===== config.mk =====
export PLATFORM = sky130hd
export DESIGN_NAME = wb_arbiter
export DESIGN_NICKNAME = d
export VERILOG_FILES = /design/src/rtl/wb_arb_pkg_hdl.sv /design/src/rtl/wb_rr_picker.sv /design/src/rtl/wb_arbiter.sv
export SDC_FILE = /design/constraint.sdc
export NUM_CORES = 1
export LEC_CHECK = 0
export CAP_MARGIN = 10
export CORE_AREA = 2 2 122 124
export CTS_CLUSTER_SIZE = 24
export DETAILED_ROUTE_END_ITERATION = 16
export DIE_AREA = 0 0 124 126
export GPL_TIMING_DRIVEN = 0
export SLEW_MARGIN = 15
export SYNTH_ARGS = -nofsm -noshare
export SYNTH_HDL_FRONTEND = slang
export SYNTH_SLANG_ARGS = --single-unit

===== constraint.sdc =====
create_clock -name clk -period 3.89 [get_ports clk]
set_input_delay 0.778 -clock clk [delete_from_list [all_inputs] [get_ports clk]]
set_output_delay 0.778 -clock clk [all_outputs]
set_load 0.02 [all_outputs]

===== src/rtl/wb_arb_pkg_hdl.sv =====
// Shared definitions for the Wishbone arbiter: FSM state type, width defaults
// and a small index helper used by the RTL and HDL-side bus models.
package wb_arb_pkg_hdl;

  typedef enum logic [1:0] {
    IDLE  = 2'd0,
    BUSY  = 2'd1,
    ABORT = 2'd2
  } wb_arb_state_t;

  localparam int DEF_NUM_MASTERS    = 4;
  localparam int DEF_ADDR_WIDTH     = 32;
  localparam int DEF_DATA_WIDTH     = 16;
  localparam int DEF_TIMEOUT_CYCLES = 16;

  function automatic int wrap_inc(input int v, input int n);
    return (v + 1 >= n) ? 0 : v + 1;
  endfunction

endpackage


===== src/rtl/wb_rr_picker.sv =====
// Combinational round-robin picker: first requester at or above ptr, wrapping.
module wb_rr_picker
  import wb_arb_pkg_hdl::*;
#(
  parameter int NUM_MASTERS = DEF_NUM_MASTERS,
  parameter int PW          = $clog2(NUM_MASTERS)
) (
  input  logic [NUM_MASTERS-1:0] req,
  input  logic [PW-1:0]          ptr,
  output logic [NUM_MASTERS-1:0] gnt,
  output logic [PW-1:0]          idx,
  output logic                   valid
);

  always_comb begin
    int c;
    gnt   = '0;
    idx   = '0;
    valid = 1'b0;
    c     = 0;
    for (int i = 0; i < NUM_MASTERS; i++) begin
      c = int'(ptr) + i;
      if (c >= NUM_MASTERS) c = c - NUM_MASTERS;
      if (!valid && req[c]) begin
        valid  = 1'b1;
        gnt[c] = 1'b1;
        idx    = c[PW-1:0];
      end
    end
  end

endmodule


===== src/rtl/wb_arbiter.sv =====
// Round-robin Wishbone arbiter, NUM_MASTERS masters onto one slave.
// Optional bus watchdog with abort enabled by defining WB_ARB_TIMEOUT_EN.
module wb_arbiter
  import wb_arb_pkg_hdl::*;
#(
  parameter int NUM_MASTERS    = DEF_NUM_MASTERS,
  parameter int ADDR_WIDTH     = DEF_ADDR_WIDTH,
  parameter int DATA_WIDTH     = DEF_DATA_WIDTH,
  parameter int TIMEOUT_CYCLES = DEF_TIMEOUT_CYCLES
) (
  input  logic                                clk,
  input  logic                                rst,
  input  logic [NUM_MASTERS-1:0]              m_cyc,
  input  logic [NUM_MASTERS-1:0]              m_stb,
  input  logic [NUM_MASTERS-1:0]              m_we,
  input  logic [NUM_MASTERS*ADDR_WIDTH-1:0]   m_adr,
  input  logic [NUM_MASTERS*DATA_WIDTH-1:0]   m_dat_o,
  input  logic [NUM_MASTERS*DATA_WIDTH/8-1:0] m_sel,
  output logic [NUM_MASTERS-1:0]              m_ack,
  output logic [NUM_MASTERS-1:0]              m_err,
  output logic [DATA_WIDTH-1:0]               m_dat_i,
  output logic                                s_cyc,
  output logic                                s_stb,
  output logic                                s_we,
  output logic [ADDR_WIDTH-1:0]               s_adr,
  output logic [DATA_WIDTH-1:0]               s_dat_o,
  output logic [DATA_WIDTH/8-1:0]             s_sel,
  input  logic                                s_ack,
  input  logic                                s_err,
  input  logic [DATA_WIDTH-1:0]               s_dat_i,
  output logic [NUM_MASTERS-1:0]              grant,
  output logic                                busy
);

  localparam int PW = $clog2(NUM_MASTERS);
  localparam int SW = DATA_WIDTH / 8;

  wb_arb_state_t           state_q, state_d;
  logic [NUM_MASTERS-1:0]  grant_q;
  logic [PW-1:0]           owner_q;
  logic [PW-1:0]           ptr_q;
  logic [NUM_MASTERS-1:0]  pick_gnt;
  logic [PW-1:0]           pick_idx;
  logic                    pick_valid;
  logic                    own_cyc, own_stb, own_we;
  logic [ADDR_WIDTH-1:0]   own_adr;
  logic [DATA_WIDTH-1:0]   own_dat;
  logic [SW-1:0]           own_sel;
  logic                    timeout_hit;

  wb_rr_picker #(.NUM_MASTERS(NUM_MASTERS), .PW(PW)) u_picker (
    .req   (m_cyc),
    .ptr   (ptr_q),
    .gnt   (pick_gnt),
    .idx   (pick_idx),
    .valid (pick_valid)
  );

  always_comb begin
    own_cyc = 1'b0;
    own_stb = 1'b0;
    own_we  = 1'b0;
    own_adr = '0;
    own_dat = '0;
    own_sel = '0;
    for (int i = 0; i < NUM_MASTERS; i++) begin
      if (owner_q == i[PW-1:0]) begin
        own_cyc = m_cyc[i];
        own_stb = m_stb[i];
        own_we  = m_we[i];
        own_adr = m_adr[i*ADDR_WIDTH +: ADDR_WIDTH];
        own_dat = m_dat_o[i*DATA_WIDTH +: DATA_WIDTH];
        own_sel = m_sel[i*SW +: SW];
      end
    end
  end

`ifdef WB_ARB_TIMEOUT_EN
  localparam int CW = $clog2(TIMEOUT_CYCLES) + 1;
  localparam logic [CW-1:0] LIMIT = CW'(TIMEOUT_CYCLES - 1);
  logic [CW-1:0] wd_q;

  assign timeout_hit = (state_q == BUSY) && own_stb && !s_ack && !s_err && (wd_q == LIMIT);

  always_ff @(posedge clk) begin
    if (rst || state_q != BUSY || state_d != BUSY || s_ack || s_err) begin
      wd_q <= '0;
    end else if (own_stb) begin
      wd_q <= wd_q + 1'b1;
    end
  end
`else
  // No watchdog: the limit parameter only keeps the interface uniform.
  assign timeout_hit = (TIMEOUT_CYCLES < 0);
`endif

  always_comb begin
    state_d = state_q;
    case (state_q)
      IDLE:    if (pick_valid) state_d = BUSY;
      BUSY: begin
        if (!own_cyc)         state_d = IDLE;
        else if (timeout_hit) state_d = ABORT;
      end
      ABORT:   state_d = IDLE;
      default: state_d = IDLE;
    endcase
  end

  always_ff @(posedge clk) begin
    if (rst) begin
      state_q <= IDLE;
      grant_q <= '0;
      owner_q <= '0;
      ptr_q   <= '0;
    end else begin
      state_q <= state_d;
      if (state_q != IDLE && state_d == IDLE) begin
        grant_q <= '0;
        ptr_q   <= PW'(wrap_inc(int'(owner_q), NUM_MASTERS));
      end else if (state_q == IDLE && pick_valid) begin
        grant_q <= pick_gnt;
        owner_q <= pick_idx;
      end
    end
  end

  // ABORT keeps grant so the error pulse reaches the master that stalled.
  always_comb begin
    s_cyc   = 1'b0;
    s_stb   = 1'b0;
    s_we    = 1'b0;
    s_adr   = '0;
    s_dat_o = '0;
    s_sel   = '0;
    m_ack   = '0;
    m_err   = '0;
    if (state_q == BUSY) begin
      s_cyc   = own_cyc;
      s_stb   = own_stb;
      s_we    = own_we;
      s_adr   = own_adr;
      s_dat_o = own_dat;
      s_sel   = own_sel;
      m_ack   = grant_q & {NUM_MASTERS{s_ack}};
      m_err   = grant_q & {NUM_MASTERS{s_err}};
    end else if (state_q == ABORT) begin
      m_err   = grant_q;
    end
  end

  assign m_dat_i = s_dat_i;
  assign grant   = grant_q;
  assign busy    = (state_q != IDLE);

endmodule


==> flow_summary_export.csv <==
group,metric,value,unit
global_routing,maximum_number_of_pins_on_one_net_before_global_route_repair,12,
global_routing,grt_antenna_before_repair,2,
power_and_ir_drop,p_switching,0.516,mW
floorplanning,floorplan.die_area,15600,µm²
routing,drt_pre_antenna_iters,5,
timing,finalWorstSetupSlack,0.142,ns
clock_network,numClockSinks,10,
timing,totalNegativeSetupSlack,0,ns
clock_network,clockRootBuffer,"clkbuf_16",
timing,tightest_slew,0.581,ns
power_and_ir_drop,power.density,205,nW/µm²
worst_setup_path,r2r-start,"ptr_q[1]$_SDFFE_PP0P_",
worst_setup_path,reg2reg_to,"grant[3]$_SDFFE_PP0P_",
power_and_ir_drop,power_report.internal_total,0.757,mW
worst_setup_path,timing.critical_path.fanout_max,10,
synth,yosys_most_used_dff,"dfxtp_1",
global_routing,first_pass_grt_wire_length,25200,µm
layout,drive_above_1_share,5.86,%
timing,max-slew-margin-rel,61.3,%
placed_design,placement_setup_slack,0.0861,ns
power_and_ir_drop,ir_worst_vdd,0.121,mV
synth,synth-simple-area-share,37.9,%
worst_setup_path,setup.worst_path.class,"input port to output pin",
synth,synth_top_family_by_area,"simple AND/OR/NAND/NOR gates",
hold_path,hp-start,"grant[3]$_SDFFE_PP0P_",
power_and_ir_drop,pwr-share-seq,9.5,%
layout,fillers,1470,
global_routing,globalRouteOverflowTotal,0,
layout,design_area,6220,µm²
routing,drt_drc_violations_left,0,
status,status,"finished clean",
clock_network,cts_tree,"done",
synth,post_synthesis_area_per_instance,6.25,µm²
floorplanning,initial_core_util,20.5,%
synth,synth_xor_area_share,0,%
global_routing,global_route.usage.total,20.8,%
layout,num-nets-final,1013,
placed_design,gp_congestion,0.914,
power_and_ir_drop,total_power,1.27,mW
routing,avgViaCountPerCell,4.99,
synth,syn_area,2930,µm²
hold_path,holdPathEnd,"grant[3]$_SDFFE_PP0P_",
global_routing,via_count_of_the_first_global_routing_pass,4574,
synth,yosys_register_bits,10,
worst_setup_path,start_kind,"input port",
floorplanning,pin_count,314,
synth,post-synth-top-count-cell,"nor2_1",
synth,netlist_top_cells_area,"a221oi_1 (16%), nor2b_1 (12%), a21oi_1 (10%)",
run,max-cap-violations,0,
hold_path,hp-class,"flip-flop to flip-flop",
power_and_ir_drop,p_leak,2.26,nW
worst_setup_path,end_kind,"output pin",
clock_network,clock_path_buffers,2,
synth,yosys.area.top_type,"a221oi_1",
routing,drt_iter0_drc,241,
timing,finClkSkew,0.00229,ns
hold_path,worstHoldPathCells,2,
clock_network,post-cts-setup-buffer-count,0,
synth,yosys_warnings,0,
routing,detailroute.via_count,4754,
power_and_ir_drop,power.share.switching,40.5,%
clock_network,h-tree-depth,1,
worst_setup_path,worst_ep_required_time,3.11,ns
power_and_ir_drop,pwr-share-clk,15.9,%
timing,timing_max_transition_violations_final,0,
clock_network,hold_fix_buffers_at_cts,0,
layout,stdcell_count,953,
synth,async_flop_share,0,%
clock_network,clock_network_latency_to_the_later_pin_of_the_worst_skew_pair,0.24,ns
timing,clock.fmax,267,MHz
layout,syn_to_final_growth,112,%
floorplanning,core,14300,µm²
power_and_ir_drop,fraction_of_power_consumed_by_combinational_cells,74.6,%
synth,post_synth_num_cell_types,48,
timing,setup_viol,0,
timing,finalCritPeriodShare,96.4,%
worst_setup_path,worst_path_arrival,2.97,ns
synth,synthMuxAreaShare,3.97,%
worst_setup_path,ff2ff_setup_slack,0.89,ns
floorplanning,die_height,126,µm
floorplanning,chipWidth,124,µm
placed_design,placement.cell_area,6110,µm²
synth,synthesized_instance_count,469,
timing,finalWorstPathRequiredPeriod,3.75,ns
synth,synth-adder-area-share,5.12,%
timing,final_hold_viol_count,0,
placed_design,dp_cells,948,
synth,compound_gate_portion_of_the_synthesized_area,32.9,%
timing,unrepaired_setup_endpoints_after_global_routing,"yes",
synth,yosysTopAreaCellShare,15.8,%
clock_network,cts_buffers,3,
worst_setup_path,rr_worst_depth,9,
floorplanning,row_count,44,
placed_design,dp_hpwl,14500,µm
synth,synth_edf_count,0,
routing,ant_nets,0,
synth,synth.yosys.seq_area_share,6.83,%
synth,synth_commonest_cells,"nor2_1 (63), a21oi_1 (61), nor3_1 (56)",
placed_design,port_buffers,295,
synth,syn-num-nets,713,
routing,route.detailed.wl_per_inst,18.6,µm
routing,postRouteWirelength,17700,µm
clock_network,clock_pin_transition_on_the_worst_setup_and_hold_timing_paths,0.04,ns
[flip-flops by register name (all words and copies together) (netlist names)]
name and count:
grant 4, owner_q 2, ptr_q 2, state_q 2
[layout by cell type, fill, tap and decap left out, drive strengths merged, types with 2 or more instances in the layout]
cell	instances
inv	15
nor3	57
o221ai	4
nand3	4
a22o	2
o21ai	4
or3	5
a2111oi	4
buf	21
mux2	3
nor2b	54
clkdlybuf4s50	295
nor4	5
mux2i	6
a21oi	61
nor2	63
nand3b	2
a31oi	2
nand2	12
clkbuf	49
dfxtp	10
a221oi	53
nand2b	2
and3	4
and2	4
ha	12
[worst max-delay path by stage]
stage,startpoint,to,slack (ns),depth (start not counted)
after CTS,owner_q[0]$_SDFFE_PP0P_,s_dat_o[4],0.05,10
after detailed placement,owner_q[0]$_SDFFE_PP0P_,s_dat_o[6],0.09,7
after floorplan,owner_q[1]$_SDFFE_PP0P_,s_dat_o[4],1.36,9
final,m_cyc[2],s_cyc,0.14,7
after global placement,owner_q[0]$_SDFFE_PP0P_,s_dat_o[6],0.09,7
after global routing,owner_q[1]$_SDFFE_PP0P_,s_adr[29],-0.05,10
[final cells by class]
cell class	count	area [µm²]	share of cell area, %
Antenna cell	1	2.50	0.0402
Buffer	66	342	5.49
Clock buffer	4	88.8	1.43
Inverter	15	56.3	0.905
Multi-Input combinational cell	378	2350	37.7
Sequential cell	10	200	3.22
Tap cell	184	230	3.70
Timing Repair Buffer	295	2950	47.5
[timing repair]
action / CTS / global route
gates cloned: 0 / 0
gates resized for setup: 4 / 14
endpoints found under the setup margin: 11 / 23
[metal layers]
metal / global-route usage (%) / wire, µm / up-vias
met5: 0 / 13 / -
met1: 26.1 / 7150 / 2164
met4: 3.83 / 299 / 2
li1: - / - / 2315
met3: 5.25 / 1630 / 22
met2: 36.1 / 8600 / 251
[critical path, cell delays in order]
cell             delay (ns)
clkdlybuf4s50_1        0.46
buf_2                  0.20
inv_1                  0.11
a221oi_1               0.46
a21oi_1                0.08
nor2_1                 0.22
clkdlybuf4s50_1        0.65
[stage by stage]
stage / hold slack (ns) / utilization (%)
global placement: 0.511 / 42.7
global route: 0.551 / 43.4
finish: 0.538 / 43.5
floorplan: 0.504 / -
detailed placement: 0.528 / 42.7
CTS: 0.537 / 43.4
[power by group through the flow]
| stage | sequential [mW] | clock, mW | combinational (mW) |
|---|---|---|---|
| finish | 0.121 | 0.203 | 0.949 |
| global route | 0.122 | 0.212 | 1.03 |
| CTS | 0.121 | 0.208 | 0.947 |
| detailed placement | 0.123 | 0 | 0.941 |
| global placement | 0.122 | 0 | 0.930 |
| floorplan | 0.123 | 0 | 0.513 |
[cells by family after synthesis]
| kind of cell | count (synthesis) |
|---|---|
| AO/OA/AOI/OAI | 138 |
| adder cells (fa/ha/maj) | 12 |
| buffers and inverters | 81 |
| flip-flops | 10 |
| multiplexers | 10 |
| other | 1 |
| AND/OR/NAND/NOR | 217 |
(Power assumes the default switching activity.)
